## src/rtl/mux_rr_pkg.sv

```systemverilog
// rtl/mux_rr_pkg.sv - lane constants and helpers shared by the round-robin gather mux and its demux
package mux_rr_pkg;

  localparam int NUM_LANES = 4;

  typedef logic [1:0] lane_t;

  localparam lane_t S0 = 2'b00;
  localparam lane_t S1 = 2'b01;
  localparam lane_t S2 = 2'b10;
  localparam lane_t S3 = 2'b11;

  // Next lane in rotation; 2-bit wrap makes 3 -> 0.
  function automatic lane_t lane_next(input lane_t lane);
    return lane + 2'd1;
  endfunction

endpackage

```

## src/rtl/mux_rr_arbitro_rr.sv

```systemverilog
// rtl/mux_rr_arbitro_rr.sv - combinational round-robin arbiter, scans from ptr upward
module arbitro_rr
  import mux_rr_pkg::*;
(
  input  logic [NUM_LANES-1:0] pedido,
  input  lane_t                ptr,
  output logic [NUM_LANES-1:0] grant,
  output lane_t                idx,
  output logic                 hay
);

  lane_t cand;

  always_comb begin
    grant = '0;
    idx   = ptr;
    hay   = 1'b0;
    cand  = ptr;
    for (int k = 0; k < NUM_LANES; k++) begin
      cand = ptr + lane_t'(k);
      if (!hay && pedido[cand]) begin
        hay         = 1'b1;
        idx         = cand;
        grant[cand] = 1'b1;
      end
    end
  end

endmodule

```

## src/rtl/mux_rr.sv

```systemverilog
// rtl/mux_rr.sv - 4-to-1 round-robin gather of show-ahead FIFO lanes into one lane-tagged stream
module mux_rr
  import mux_rr_pkg::*;
#(
  parameter int DATA_BITS = 4
) (
  input  logic                 clk,
  input  logic                 reset_L,
  input  logic                 enb,
  input  logic [DATA_BITS-1:0] entrada0,
  input  logic [DATA_BITS-1:0] entrada1,
  input  logic [DATA_BITS-1:0] entrada2,
  input  logic [DATA_BITS-1:0] entrada3,
  input  logic                 vacio0,
  input  logic                 vacio1,
  input  logic                 vacio2,
  input  logic                 vacio3,
  input  logic                 pausa,
  output logic                 pop0,
  output logic                 pop1,
  output logic                 pop2,
  output logic                 pop3,
  output logic [DATA_BITS-1:0] salida,
  output logic                 valido,
  output logic [1:0]           selector
);

  logic [NUM_LANES-1:0] vacio;
  logic [NUM_LANES-1:0] pedido;
  logic [NUM_LANES-1:0] grant;
  lane_t                idx;
  lane_t                ptr;
  logic                 hay;
  logic [DATA_BITS-1:0] palabra;

  assign vacio  = {vacio3, vacio2, vacio1, vacio0};
  assign pedido = ~vacio & {NUM_LANES{enb & ~pausa}};

  arbitro_rr u_arbitro (
    .pedido (pedido),
    .ptr    (ptr),
    .grant  (grant),
    .idx    (idx),
    .hay    (hay)
  );

  // Pops are forced low during reset so no FIFO head is lost while the register is cleared.
  assign {pop3, pop2, pop1, pop0} = grant & {NUM_LANES{reset_L}};

  always_comb begin
    palabra = entrada0;
    case (idx)
      S0:      palabra = entrada0;
      S1:      palabra = entrada1;
      S2:      palabra = entrada2;
      default: palabra = entrada3;
    endcase
  end

  always_ff @(posedge clk or negedge reset_L) begin
    if (!reset_L) begin
      salida   <= '0;
      valido   <= 1'b0;
      selector <= S0;
      ptr      <= S0;
    end else if (hay) begin
      salida   <= palabra;
      selector <= idx;
      valido   <= 1'b1;
      ptr      <= lane_next(idx);
    end else begin
      valido   <= 1'b0;
    end
  end

endmodule

```

## config.mk

```make
export PLATFORM = sky130hd
export DESIGN_NAME = mux_rr
export DESIGN_NICKNAME = d
export VERILOG_FILES = /design/src/rtl/mux_rr_pkg.sv /design/src/rtl/mux_rr_arbitro_rr.sv /design/src/rtl/mux_rr.sv
export SDC_FILE = /design/constraint.sdc
export NUM_CORES = 1
export LEC_CHECK = 0
export CAP_MARGIN = 20
export CORE_MARGIN = 1
export CORE_UTILIZATION = 45
export DETAILED_ROUTE_END_ITERATION = 10
export PLACE_DENSITY = 0.8
export SLEW_MARGIN = 5
export SYNTH_ARGS = -nofsm -noshare
export SYNTH_HDL_FRONTEND = slang
export SYNTH_SLANG_ARGS = --single-unit
```

## constraint.sdc

```tcl
create_clock -name clk -period 3.7 [get_ports clk]
set_input_delay 0.925 -clock clk [delete_from_list [all_inputs] [get_ports clk]]
set_output_delay 0.925 -clock clk [all_outputs]
set_load 0.01 [all_outputs]
```

==> results.sh <==
export IMPL_grt_overflow_total=0
export IMPL_fin_tns_setup_ns=0
export IMPL_timing_final_crit_period_ns=3.60
export IMPL_fmax_ghz=0.278
export IMPL_switchingPower_mw=0.397
export IMPL_dr_first_iter_drc_count=26
export IMPL_seq_area_sq_um=225
export IMPL_netlist_instances=108
export IMPL_chipHeight_um=49.2
export IMPL_antenna_cells=0
export IMPL_io_buffer_count=34
export IMPL_vdd_drop_max_mv=0.365
export IMPL_syn_area_sq_um=1000
export IMPL_pwr_share_clk_pct=8.6
export IMPL_pwr_share_seq_pct=18.5
export IMPL_ys_warn_count=0
export IMPL_drc_errors=0
export IMPL_power_density_nw_per_um2=589
export IMPL_min_to="selector[0]"
export IMPL_row_count=16
export IMPL_clock_skew_ns=0.00363
export IMPL_post_drt_wl_per_cell_um=14.7
export IMPL_r2r_slack_ns=0.32
export IMPL_cp_required_ns=2.77
export IMPL_ys_seq_area_share_pct=22.5
export IMPL_dr_pass1_iters=4
export IMPL_rsz0062_at_grt="no"
export IMPL_multi_input_area_sq_um=749
export IMPL_first_global_vias=1065
export IMPL_tritoncts="built"
export IMPL_synth_cell_types=44
export IMPL_die_w_um=49.2
export IMPL_hold_depth=2
export IMPL_cts_root_buf="clkbuf_4"
export IMPL_reg2regPathDepth=14
export IMPL_drv_cap=0
export IMPL_gp_congestion=0.796
export IMPL_worst_slew_pin_slew_ns=0.512
export IMPL_setup_viol=0
export IMPL_via_per_inst=5.64
export IMPL_ant_nets=0
export IMPL_drive_gt1_share_pct=22.4
export IMPL_clock_latency_ns=0.27
export IMPL_slew_limit_headroom_pct=65.7
export IMPL_finalWirelength_um=2760
export IMPL_numCtsBuffers=3
export IMPL_clk_pin_slew_ns=0.06
export IMPL_period_share_pct=97.2
export IMPL_endpoint_kind="output port"
export IMPL_final_core_util_pct=74.8
export IMPL_vias=1060
export IMPL_grt_usage_pct=24.8
export IMPL_grt_antenna_before_repair=0
export IMPL_dp_hpwl_um=2160
export IMPL_avgSynthCellArea_sq_um=9.28
export IMPL_synth_nets=144
export IMPL_r2r_start="ptr[1]"
export IMPL_critPathLaunch="vacio0"
export IMPL_p_leak_nw=0.694
export IMPL_pin_count=35
export IMPL_grt_pass1_wl_um=4570
export IMPL_design_core_area_sq_um=2020
export IMPL_synth_edf_count=0
export IMPL_drv_slew=0
export IMPL_area_growth_pct=50.9
export IMPL_hp_start="selector[0]"
export IMPL_ys_ff_latch=9
export IMPL_start_util_pct=49.6
export IMPL_cts_sinks=9
export IMPL_p_int_mw=0.494
export IMPL_clock_path_buffers=2
export IMPL_reg2reg_to="salida[1]"
export IMPL_status="finished clean"
export IMPL_die_area_sq_um=2420
export IMPL_async_reset_ff_share_pct=100
export IMPL_crit_type="in -> out"
export IMPL_htree_levels=1
export IMPL_comb_power_share_pct=72.9
export IMPL_switching_share_pct=44.5
export IMPL_grt_start_max_net_pins=15
export IMPL_ys_flop_type="dfrtp_1"
export IMPL_cp_max_fo=4
export IMPL_min_path_type="reg -> reg"
export IMPL_hold_violations=0
export IMPL_n_fill_cell=144
export IMPL_nets=198
export IMPL_crit_arrival_ns=2.67
export IMPL_cp_start_kind="input port"
-- kinds of logic (layout without fill, tap and decap cells) --
family | count (synthesis) | in the layout | share of synthesized area (%)
compound gates | 35 | 35 | 28.1
xor+xnor | 3 | 3 | 2.62
fa+ha+maj | 12 | 12 | 15.0
buf+inv | 8 | 61 | 3.87
flops | 9 | 9 | 22.5
mux | 2 | 2 | 3.74
simple gates | 39 | 39 | 24.2
-- metal layers --
layer,GRT usage [%],wire length [um],up-vias
met1,28.2,1250,498
met2,42.5,1410,37
li1,-,-,523
met3,5.92,84,2
met5,0,0,-
met4,12.7,14,0
-- layout make-up --
class / count / area share [%]
multi-input cells: 91 / 49.5
repair buffers: 54 / 30.9
flip-flops and latches: 9 / 14.9
well taps: 27 / 2.23
inverters: 3 / 0.744
clock buffers: 4 / 1.74
-- metrics by stage --
stage          instance area [sq um]  setup WS, ns  total power [mW]  hold WS (ns)  cells
2_1_floorplan                   1000         0.418             0.569         0.516    108
3_3_place_gp                    1470        -0.338             0.774         0.464    180
3_5_place_dp                    1470        -0.415             0.797         0.473    180
4_1_cts                         1510        0.0476             0.885         0.487    188
5_1_grt                         1510        0.0106             0.962         0.521    188
6_report                        1510         0.103             0.891         0.488    188
-- state kept, by name, indices dropped and copies added, names as in the netlist --
name      count
selector      2
salida        4
ptr           2
valido        1
-- power by group through the flow --
stage               clock, mW  sequential, mW  combinational [mW]
global route           0.0864           0.169               0.707
CTS                    0.0796           0.165               0.641
global placement            0           0.162               0.612
finish                 0.0763           0.165               0.650
detailed placement          0           0.166               0.631
floorplan                   0           0.185               0.384
-- cells in the final DEF, fill, tap and decap left out, drive strengths merged, types with 3 or more instances in the layout --
cell type,Yosys,routed
clkdlybuf4s50,0,24
inv,3,3
dlygate4sd2,0,7
o21ai,7,7
dfrtp,9,9
nor3,3,3
buf,3,23
xnor2,3,3
nand3,4,4
nor2,6,6
a222oi,4,4
a22o,4,4
and2,5,5
a21oi,6,6
and3b,3,3
ha,12,12
a221o,4,4
nand2,9,9
clkbuf,2,4
-- what timing repair did --
action	CTS	global route
endpoints found under the setup margin	4	1
pin swaps	6	1
gates resized for setup	21	0
hold buffers	0	0
buffers inserted	4	0
gates cloned	0	0
endpoints found under the hold margin	0	0
-- cell usage after synthesis (all sizes together), types with 4 or more instances --
cell / instances / area (sq um)
ha: 12 / 150
o21ai: 7 / 38.8
nor2: 6 / 22.5
a222oi: 4 / 40.0
a221o: 4 / 40.0
a22o: 4 / 35.0
nand3: 4 / 20.0
a21oi: 6 / 30.0
and2: 5 / 33.8
dfrtp: 9 / 225
nand2: 9 / 33.8
-- worst max-delay path, cell delays in order --
cell and delay (ns):
dlygate4sd2_1 0.26, buf_4 0.15, mux2_4 0.28, nor3_4 0.17
nor4_4 0.06, buf_4 0.15, a22o_1 0.20, a221o_1 0.33
buf_2 0.14
-- how the worst max path moves through the flow --
stage,endpoint,cells after the start
2_1_floorplan,pop2,7
3_3_place_gp,pop3,6
3_5_place_dp,pop2,6
4_1_cts,pop2,9
5_1_grt,pop2,8
6_report,pop2,9
(Power assumes the default switching activity.)
